File: src/rtl/bcd_pkg.sv
// Shared definitions for the BCD-to-binary converter: FSM encoding and BCD digit constants.
package bcd_pkg;

  typedef enum logic [1:0] {
    StIdle,
    StConv,
    StDone
  } state_e;

  localparam int unsigned BCD_DIGIT_W   = 4;
  localparam int unsigned BCD_MAX_DIGIT = 9;

endpackage

File: src/rtl/bcd_to_binary_if.sv
// Valid/ready bundle between a packed-BCD producer, the converter and the binary consumer.
interface bcd_to_binary_if
  import bcd_pkg::*;
#(
  parameter int unsigned DIGITS = 3,
  parameter int unsigned BIN_W  = 10
) ();

  logic [BCD_DIGIT_W*DIGITS-1:0] bcd_in;
  logic                          in_valid;
  logic                          in_ready;
  logic [BIN_W-1:0]              bnum;
  logic                          err;
  logic                          out_valid;
  logic                          out_ready;

  modport master (
    output bcd_in, in_valid, out_ready,
    input  in_ready, bnum, err, out_valid
  );

  modport slave (
    input  bcd_in, in_valid, out_ready,
    output in_ready, bnum, err, out_valid
  );

endinterface

File: src/rtl/bcd_mac10.sv
// One Horner step for decimal accumulation: res = acc*10 + digit, wrapping at BIN_W bits.
module bcd_mac10
  import bcd_pkg::*;
#(
  parameter int unsigned BIN_W = 10
) (
  input  logic [BIN_W-1:0]       acc_i,
  input  logic [BCD_DIGIT_W-1:0] digit_i,
  output logic [BIN_W-1:0]       res_o
);

  always_comb begin
    res_o = (acc_i << 3) + (acc_i << 1) + BIN_W'(digit_i);
  end

endmodule

File: src/rtl/bcd_to_binary.sv
// Digit-serial packed-BCD to binary converter, MSD first, one digit per clock.
module bcd_to_binary
  import bcd_pkg::*;
#(
  parameter int unsigned DIGITS = 3,
  parameter int unsigned BIN_W  = 10
) (
  input  logic             clk,
  input  logic             rst_n,
  bcd_to_binary_if.slave   bus
);

  localparam int unsigned BcdW = BCD_DIGIT_W * DIGITS;
  localparam int unsigned CntW = (DIGITS > 1) ? $clog2(DIGITS) : 1;

  state_e            state_q, state_d;
  logic [BcdW-1:0]   shreg_q, shreg_d;
  logic [CntW-1:0]   cnt_q, cnt_d;
  logic [BIN_W-1:0]  acc_q, acc_d;
  logic [BIN_W-1:0]  bnum_q, bnum_d;
  logic              err_q, err_d;
  logic [BIN_W-1:0]  mac_res;
  logic              nib_err;

  bcd_mac10 #(
    .BIN_W (BIN_W)
  ) u_mac10 (
    .acc_i   (acc_q),
    .digit_i (shreg_q[BcdW-1 -: BCD_DIGIT_W]),
    .res_o   (mac_res)
  );

  // Invalid nibbles are flagged at capture but still fed through the datapath as-is.
  always_comb begin
    nib_err = 1'b0;
    for (int unsigned i = 0; i < DIGITS; i++) begin
      if (bus.bcd_in[i*BCD_DIGIT_W +: BCD_DIGIT_W] > BCD_DIGIT_W'(BCD_MAX_DIGIT)) begin
        nib_err = 1'b1;
      end
    end
  end

  always_comb begin
    state_d = state_q;
    shreg_d = shreg_q;
    cnt_d   = cnt_q;
    acc_d   = acc_q;
    bnum_d  = bnum_q;
    err_d   = err_q;
    case (state_q)
      StIdle: begin
        if (bus.in_valid) begin
          shreg_d = bus.bcd_in;
          acc_d   = '0;
          cnt_d   = '0;
          err_d   = nib_err;
          state_d = StConv;
        end
      end
      StConv: begin
        acc_d   = mac_res;
        shreg_d = shreg_q << BCD_DIGIT_W;
        cnt_d   = cnt_q + CntW'(1);
        if (cnt_q == CntW'(DIGITS - 1)) begin
          bnum_d  = mac_res;
          state_d = StDone;
        end
      end
      StDone: begin
        if (bus.out_ready) begin
          state_d = StIdle;
        end
      end
      default: state_d = StIdle;
    endcase
  end

  always_ff @(posedge clk or negedge rst_n) begin
    if (!rst_n) begin
      state_q <= StIdle;
      shreg_q <= '0;
      cnt_q   <= '0;
      acc_q   <= '0;
      bnum_q  <= '0;
      err_q   <= 1'b0;
    end else begin
      state_q <= state_d;
      shreg_q <= shreg_d;
      cnt_q   <= cnt_d;
      acc_q   <= acc_d;
      bnum_q  <= bnum_d;
      err_q   <= err_d;
    end
  end

  assign bus.in_ready  = (state_q == StIdle);
  assign bus.out_valid = (state_q == StDone);
  assign bus.bnum      = bnum_q;
  assign bus.err       = err_q;

endmodule

File: src/flat_wrapper.sv
// flat-port wrapper written by rule: the top's interface ports become plain ports
module bcd_to_binary_flat import bcd_pkg::*;
#(
  parameter int unsigned DIGITS = 3,
  parameter int unsigned BIN_W  = 10
)
  (clk, rst_n, bus_bcd_in, bus_in_valid, bus_out_ready, bus_in_ready, bus_bnum, bus_err, bus_out_valid);
  bcd_to_binary_if #(.DIGITS(DIGITS), .BIN_W(BIN_W)) bus_i ();
  input  logic clk;
  input  logic rst_n;
  input wire logic [$bits(bus_i.bcd_in)-1:0] bus_bcd_in;
  input wire logic [$bits(bus_i.in_valid)-1:0] bus_in_valid;
  input wire logic [$bits(bus_i.out_ready)-1:0] bus_out_ready;
  output wire logic [$bits(bus_i.in_ready)-1:0] bus_in_ready;
  output wire logic [$bits(bus_i.bnum)-1:0] bus_bnum;
  output wire logic [$bits(bus_i.err)-1:0] bus_err;
  output wire logic [$bits(bus_i.out_valid)-1:0] bus_out_valid;
  assign bus_i.bcd_in = bus_bcd_in;
  assign bus_i.in_valid = bus_in_valid;
  assign bus_i.out_ready = bus_out_ready;
  assign bus_in_ready = bus_i.in_ready;
  assign bus_bnum = bus_i.bnum;
  assign bus_err = bus_i.err;
  assign bus_out_valid = bus_i.out_valid;
  bcd_to_binary #(.DIGITS(DIGITS), .BIN_W(BIN_W)) u_core (.clk(clk), .rst_n(rst_n), .bus(bus_i));
endmodule
File: config.mk
export PLATFORM = sky130hd
export DESIGN_NAME = bcd_to_binary_flat
export DESIGN_NICKNAME = d
export VERILOG_FILES = /design/src/rtl/bcd_pkg.sv /design/src/rtl/bcd_to_binary_if.sv /design/src/rtl/bcd_mac10.sv /design/src/rtl/bcd_to_binary.sv /design/src/flat_wrapper.sv
export SDC_FILE = /design/constraint.sdc
export NUM_CORES = 1
export LEC_CHECK = 0
export ABC_CLOCK_PERIOD_IN_PS = 2500
export CAP_MARGIN = 20
export CORE_AREA = 3 3 67 69
export CTS_CLUSTER_SIZE = 16
export DETAILED_ROUTE_END_ITERATION = 8
export DIE_AREA = 0 0 70 72
export PLACE_DENSITY = 0.73
export SKIP_LAST_GASP = 1
export SLEW_MARGIN = 20
export SYNTH_ARGS = -nofsm -noshare
export SYNTH_HDL_FRONTEND = slang
export SYNTH_SLANG_ARGS = --single-unit
File: constraint.sdc
create_clock -name clk -period 2.5 [get_ports clk]
set_clock_uncertainty 0.1 [all_clocks]
set_input_delay 0.75 -clock clk [delete_from_list [all_inputs] [get_ports clk]]
set_output_delay 0.75 -clock clk [all_outputs]
set_load 0.005 [all_outputs]
==> impl_metrics.toml, run 1 <==
[synthesis]
synth_nets = 229
ys_warn_count = 0
syn_area_sq_um = 1872
synth.distinct_cells = 28
yosysTopAreaCellShare_pct = 48.13
synthCells = 196
synth_edf_count = 0
synth_area_leader_cell = "dfrtp_1"
async_flop_share_pct = 100.0
syn_area_per_cell_sq_um = 9.550
synth-main-ff-cell = "dfrtp_1"
synthTopCellsByArea = "dfrtp_1, ha_1, nand2_1"
ys_ff_latch = 36
ys_seq_area_share_pct = 48.13

[drt]
vias = 1462
via_per_inst = 5.240
drc_errors = 0
wl_per_cell_um = 13.35
drt_first_pass_iters = 4
routed_wirelength_um = 3725
postRouteAntennaNets = 0
drtIter0Drc = 66

[floorplan]
initial_core_util_pct = 47.13
chipHeight_um = 72
coreArea_sq_um = 3971
ios = 29
die_w_um = 70
die_area_sq_um = 5040
std_cell_rows = 23

[critical_path]
endpoint_kind = "register"
cpLargestDelayFamily = "adder cells"
worst-path-buf-inv = 1
crit_path_max_fanout = 2
cp.arrival_ns = 2.48
path_common_cell = "o21a_1"
worstSetupPathType = "register to register"
cp_cell_sequence = "inv_1 > fa_1 > fa_2 > nor2b_4 > o31a_1 > o21a_1 > o21a_1 > o31ai_1"
cp_slowest_cell = "fa_1"
slowest_delay_ns = 0.59
cp-start-kind = "register"
critPathRequiredTime_ns = 2.60

[clock_tree]
clock_path_buffers = 2
worstSkewPairLatency_ns = 0.30
cts_tree = "yes"
clkTransAtPathRegs_ns = 0.08
cts_buffers = 5
clock_sinks = 36
htreeDepth = 2
root_buffer = "clkbuf_8"

[power]
p_leak_nw = 1.102
vdd_ir_drop_max_v = 0.0005079
power_density_nw_per_um2 = 1580

[grt]
grt_pass1_wl_um = 6506
grt_max_degree = 37
grt_antenna_before_repair = 0
grt_pass1_vias = 1443
gr-total-overflow = 0
grt_use_total_pct = 16.51

[placed_design]
hpwl_um = 2592
placed_cells = 268
io_buffers = 28
place_area_sq_um = 2200
gp_congestion = 0.8449

[sta]
slew_violations = 0
finalSetupTns_ns = 0
fmax_ghz = 0.4205
rsz0062_at_grt = "no"
maxSlewHeadroom_pct = 57.63
timing.final.crit_share_pct = 95.11
worstMarginPinSlew_ns = 0.6342
finalSetupViolations = 0
hold_violations = 0
finalCriticalPeriod_ns = 2.378
holdWs_ns = 0.3814

[job]
maxCapViolations = 0

[finish]
final_cell_mix = "nand2_1, dfrtp_1, clkdlybuf4s50_1"
finalInstanceArea_sq_um = 2425
synthToLayoutAreaGrowth_pct = 29.55
layoutNonFillerInstCount = 279
regArea_sq_um = 900.9
antenna_cells = 0
multiInputGateArea_sq_um = 943.4
num-fill-cells = 346
nets = 261
final_common_cell = "nand2_1"
drive_gt1_share_pct = 11.35
final_util_pct = 61.06

[worst_hold_path]
min-delay-path-class = "register to register"

[run_status]
outcome = "complete, no violations"
==> state kept, by name, indices dropped and copies added (netlist names) <==
signal / count
u_core.acc_q: 9
u_core.bus.err: 1
u_core.state_q: 2
u_core.bus.bnum: 10
u_core.shreg_q: 12
u_core.cnt_q: 2
==> layer usage <==
metal  vias up  global-route usage (%)  share of wire [%]
met1       684                   19.59                 47
met4         0                   8.936                2.4
met5         -                       0                  0
met3         8                   4.017                3.8
li1        740                       -                  -
met2        30                   27.81                 47
==> what timing repair did <==
action | in CTS | in global routing
setup buffers | 0 | 3
pin swaps | 1 | 6
resized for setup | 2 | 9
hold endpoints to repair | 0 | 0
hold buffers | 0 | 0
setup endpoints to repair | 2 | 5
==> cell usage after synthesis (all sizes together) (2+ instances only) <==
| master | instances |
|---|---|
| nand2 | 38 |
| dfrtp | 36 |
| o21ai | 24 |
| ha | 15 |
| nor2 | 10 |
| inv | 9 |
| a31oi | 8 |
| nand3 | 8 |
| clkbuf | 6 |
| a21oi | 5 |
| o31ai | 5 |
| mux2 | 4 |
| o21a | 4 |
| xor2 | 4 |
| buf | 3 |
| a21o | 2 |
| fa | 2 |
| nand2b | 2 |
| nor2b | 2 |
| nor3 | 2 |
==> power by group <==
group | switching (W) | internal, W
logic | 0.00109 | 0.000970
clock network | 0.000220 | 0.000499
registers | 0.000171 | 0.000882
==> layout make-up <==
| type | count | area share (%) |
|---|---|---|
| timing repair buffer | 34 | 13.42 |
| clock buffer | 5 | 2.838 |
| inverter | 9 | 1.393 |
| tap | 50 | 2.580 |
| multi-input combinational | 142 | 38.91 |
| sequential | 36 | 37.15 |
| clock inverter | 3 | 3.715 |
==> stage by stage <==
step | power [W] | worst slack, ns
after floorplan | 0.002383 | 0.1696
final | 0.003830 | 0.1221
after CTS | 0.003694 | 0.0005229
after global routing | 0.004180 | 0.004843
after detailed placement | 0.002934 | -0.02724
after global placement | 0.002873 | 0.04728
==> worst min-delay path: cells and delay by family, from the launching register on <==
kind	cells	cell delay, ns
flip-flops	1	0.34
AO/OA/AOI/OAI	1	0.06
AND/OR/NAND/NOR	1	0.05
==> cells by family (layout without fill, tap and decap cells) <==
kind of cell               Yosys count  after routing  share of synthesized area (%)
and+or+nand+nor                     65             65                          15.04
AOI/OAI and AO/OA                   51             51                          16.11
DFF                                 36             36                          48.13
buffers and inverters               18             51                          3.810
adders and majority gates           17             17                          12.17
xor gates and xnor gates             5              5                          2.339
muxes                                4              4                          2.406
==> path summary, 6_finish.rpt <==
path / start / to / slack (ns) / depth (start not counted)
worst max-delay path: u_core.acc_q[2]$_DFFE_PN0P_ / u_core.acc_q[8]$_DFFE_PN0P_ / 0.12 / 8
worst min-delay path: u_core.bus.bnum[3]$_DFFE_PN0P_ / u_core.bus.bnum[3]$_DFFE_PN0P_ / 0.38 / 2
worst max register to register: u_core.acc_q[2]$_DFFE_PN0P_ / u_core.acc_q[8]$_DFFE_PN0P_ / 0.12 / 8
worst min register to register: u_core.bus.bnum[3]$_DFFE_PN0P_ / u_core.bus.bnum[3]$_DFFE_PN0P_ / 0.38 / 2
max in group asynchronous: rst_n / u_core.bus.bnum[6]$_DFFE_PN0P_ / 1.23 / 2
min in group asynchronous: rst_n / u_core.shreg_q[1]$_DFFE_PN0P_ / 0.76 / 2
(Power assumes the default switching activity.)
==> inputs of run 2 (changes only) <==
- ABC_CLOCK_PERIOD_IN_PS: 2500 -> 2700
- CORE_AREA: 3 3 67 69 -> 3 3 64 66
- DIE_AREA: 0 0 70 72 -> 0 0 67 69
- PLACE_DENSITY: 0.73 -> 0.76
- clock period: 2.5 -> 2.7 ns (I/O delays scaled with it)
==> run 2 against run 1 <==
Against the previous run: non-clock buffer count shrank 4; via count shrank 2.7%; flip-flop and latch count is the same; final cell count shrank 2.5%; critical path depth grew 1; total power shrank 18%; first-iteration DRC count shrank 27%; critical endpoint is now u_core.bus.bnum[7]$_DFFE_PN0P_; largest cell class unchanged.
==> impl_metrics.toml, run 2 (synthesis gave the netlist of run 1 again) <==
[run_status]
outcome = "complete, no violations"

[worst_hold_path]
min-delay-path-class = "register to register"
hp-start = "u_core.bus.bnum[9]$_DFFE_PN0P_"
hold_path_end = "u_core.bus.bnum[9]$_DFFE_PN0P_"
holdPathStages = 2

[floorplan]
chipHeight_um = 69
initial_core_util_pct = 51.52
die_area_sq_um = 4623
die_w_um = 67
std_cell_rows = 22
coreArea_sq_um = 3633
ios = 29

[power]
power_w = 0.003139
p_leak_nw = 1.052
power_density_nw_per_um2 = 1372
p_int_w = 0.001846
vdd_ir_drop_max_v = 0.0007186
switchingPower_w = 0.001294
p_clk_share_pct = 12.9
power_frac_comb_pct = 55.7
pwr-share-seq_pct = 31.4
sw_frac_of_total_pct = 41.21

[placed_design]
hpwl_um = 2674
io_buffers = 28
pre_cts_slack_ns = 0.1700
gp_congestion = 0.7955

[critical_path]
cp_slowest_cell = "fa_1"
worst-path-buf-inv = 2
regToRegStartpoint = "u_core.acc_q[0]$_DFFE_PN0P_"
slowest_delay_ns = 0.60
r2r_end = "u_core.bus.bnum[7]$_DFFE_PN0P_"
rrSetupSlack_ns = 0.17
cp-start-kind = "register"
cpLargestDelayFamily = "adder cells"
critPathRequiredTime_ns = 2.74
cp.arrival_ns = 2.56
crit_path_max_fanout = 2
worstSetupPathType = "register to register"
path_common_cell = "inv_1"
endpoint_kind = "register"
cp_cell_sequence = "inv_1 > fa_1 > inv_1 > ha_1 > a211oi_1 > o21bai_1 > a21oi_1 > xor2_1 > o21ai_0"
rr_worst_depth = 9

[finish]
final_util_pct = 62.98
regArea_sq_um = 900.9
final_cell_mix = "nand2_1, dfrtp_1, clkdlybuf4s50_1"
num-fill-cells = 325
antenna_cells = 0
final_common_cell = "nand2_1"
multiInputGateArea_sq_um = 902.1
largest_register_ffs = 12
regMostFlops = "u_core.shreg_q"
synthToLayoutAreaGrowth_pct = 22.26
drive_gt1_share_pct = 6.696
nets = 257

[drt]
wl_per_cell_um = 13.51
postRouteAntennaNets = 0
drc_errors = 0
via_per_inst = 5.228
routed_wirelength_um = 3674
drtIter0Drc = 48
drt_first_pass_iters = 4
vias = 1422

[sta]
worst_slack_ns = 0.1727
maxSlewHeadroom_pct = 58.02
fmax_ghz = 0.3957
worstMarginPinSlew_ns = 0.6284
holdWs_ns = 0.3811
timing.final.crit_share_pct = 93.60
hold_violations = 0
finalSetupViolations = 0
slew_violations = 0
rsz0062_at_grt = "no"
finalSetupTns_ns = 0
finalCriticalPeriod_ns = 2.527

[clock_tree]
clock_path_buffers = 2
postCtsHoldBufs = 0
htreeDepth = 2
cts_resized = 0
worstSkewPairLatency_ns = 0.29
post_cts.repair.setup_buffers = 0
clkTransAtPathRegs_ns = 0.07
clock_sinks = 36
cts_buffers = 5
root_buffer = "clkbuf_8"
cts_tree = "yes"

[grt]
grt_antenna_before_repair = 0
grt_pass1_wl_um = 6265
grt_pass1_vias = 1417
grt_use_total_pct = 17.45
grt_max_degree = 37
gr-total-overflow = 0

[job]
maxCapViolations = 0
run 2: cell types whose count changed in the layout (fill, tap and decap cells not counted), sizes merged:
cell	delta
buf	-4
bufinv	-3
clkbuf	+2
run 2: layout make-up:
| class | instances | area share [%] |
|---|---|---|
| clock buffers | 7 | 4.210 |
| inverters | 9 | 1.476 |
| multi-input cells | 142 | 39.42 |
| flip-flops and latches | 36 | 39.37 |
| well taps | 48 | 2.624 |
| repair buffers | 30 | 12.90 |
run 2: power by group through the flow:
stage	sequential [W]	combinational, W	clock [W]
final	0.000986	0.00175	0.000404
after global routing	0.00102	0.00199	0.000439
after CTS	0.000988	0.00177	0.000415
after detailed placement	0.000996	0.00174	0
after global placement	0.000978	0.00170	0
after floorplan	0.000955	0.00125	0
run 2: routing by layer:
| metal | GRT usage [%] | up-vias | share of wire, % |
|---|---|---|---|
| met4 | 4.955 | 0 | 1.2 |
| met5 | 0 | - | 0 |
| li1 | - | 724 | - |
| met2 | 28.28 | 35 | 49 |
| met3 | 5.537 | 6 | 4.5 |
| met1 | 22.06 | 657 | 45 |
run 2: worst register-to-register path: cells and delay by family, from the launching register on:
family / cells / cell delay, ns
AO/OA/AOI/OAI: 4 / 0.70
XOR/XNOR: 1 / 0.18
adder cells (fa/ha/maj): 2 / 0.90
buffers and inverters: 2 / 0.14
flip-flops: 1 / 0.37
run 2: worst max-delay path by stage:
stage | from | slack, ns | depth (start not counted) | end
2_1_floorplan | u_core.acc_q[0]$_DFFE_PN0P_ | 0.37 | 9 | u_core.acc_q[7]$_DFFE_PN0P_
3_3_place_gp | u_core.acc_q[0]$_DFFE_PN0P_ | 0.25 | 9 | u_core.acc_q[7]$_DFFE_PN0P_
3_5_place_dp | u_core.acc_q[0]$_DFFE_PN0P_ | 0.17 | 9 | u_core.acc_q[7]$_DFFE_PN0P_
4_1_cts | u_core.acc_q[0]$_DFFE_PN0P_ | 0.15 | 9 | u_core.acc_q[7]$_DFFE_PN0P_
5_1_grt | u_core.acc_q[0]$_DFFE_PN0P_ | 0.02 | 9 | u_core.bus.bnum[9]$_DFFE_PN0P_
6_report | u_core.acc_q[0]$_DFFE_PN0P_ | 0.17 | 9 | u_core.bus.bnum[7]$_DFFE_PN0P_
run 2: per-stage QoR:
stage / instances / area [sq um]
2_1_floorplan: 196 / 1872
3_3_place_gp: 265 / 2190
3_5_place_dp: 265 / 2190
4_1_cts: 272 / 2286
5_1_grt: 272 / 2288
6_report: 272 / 2288
==> inputs of run 3 (changes only) <==
- GPL_ROUTABILITY_DRIVEN: default -> 0
==> results of run 3 <==
No change in the layout: final DEF, timing and power equal those of run 2.
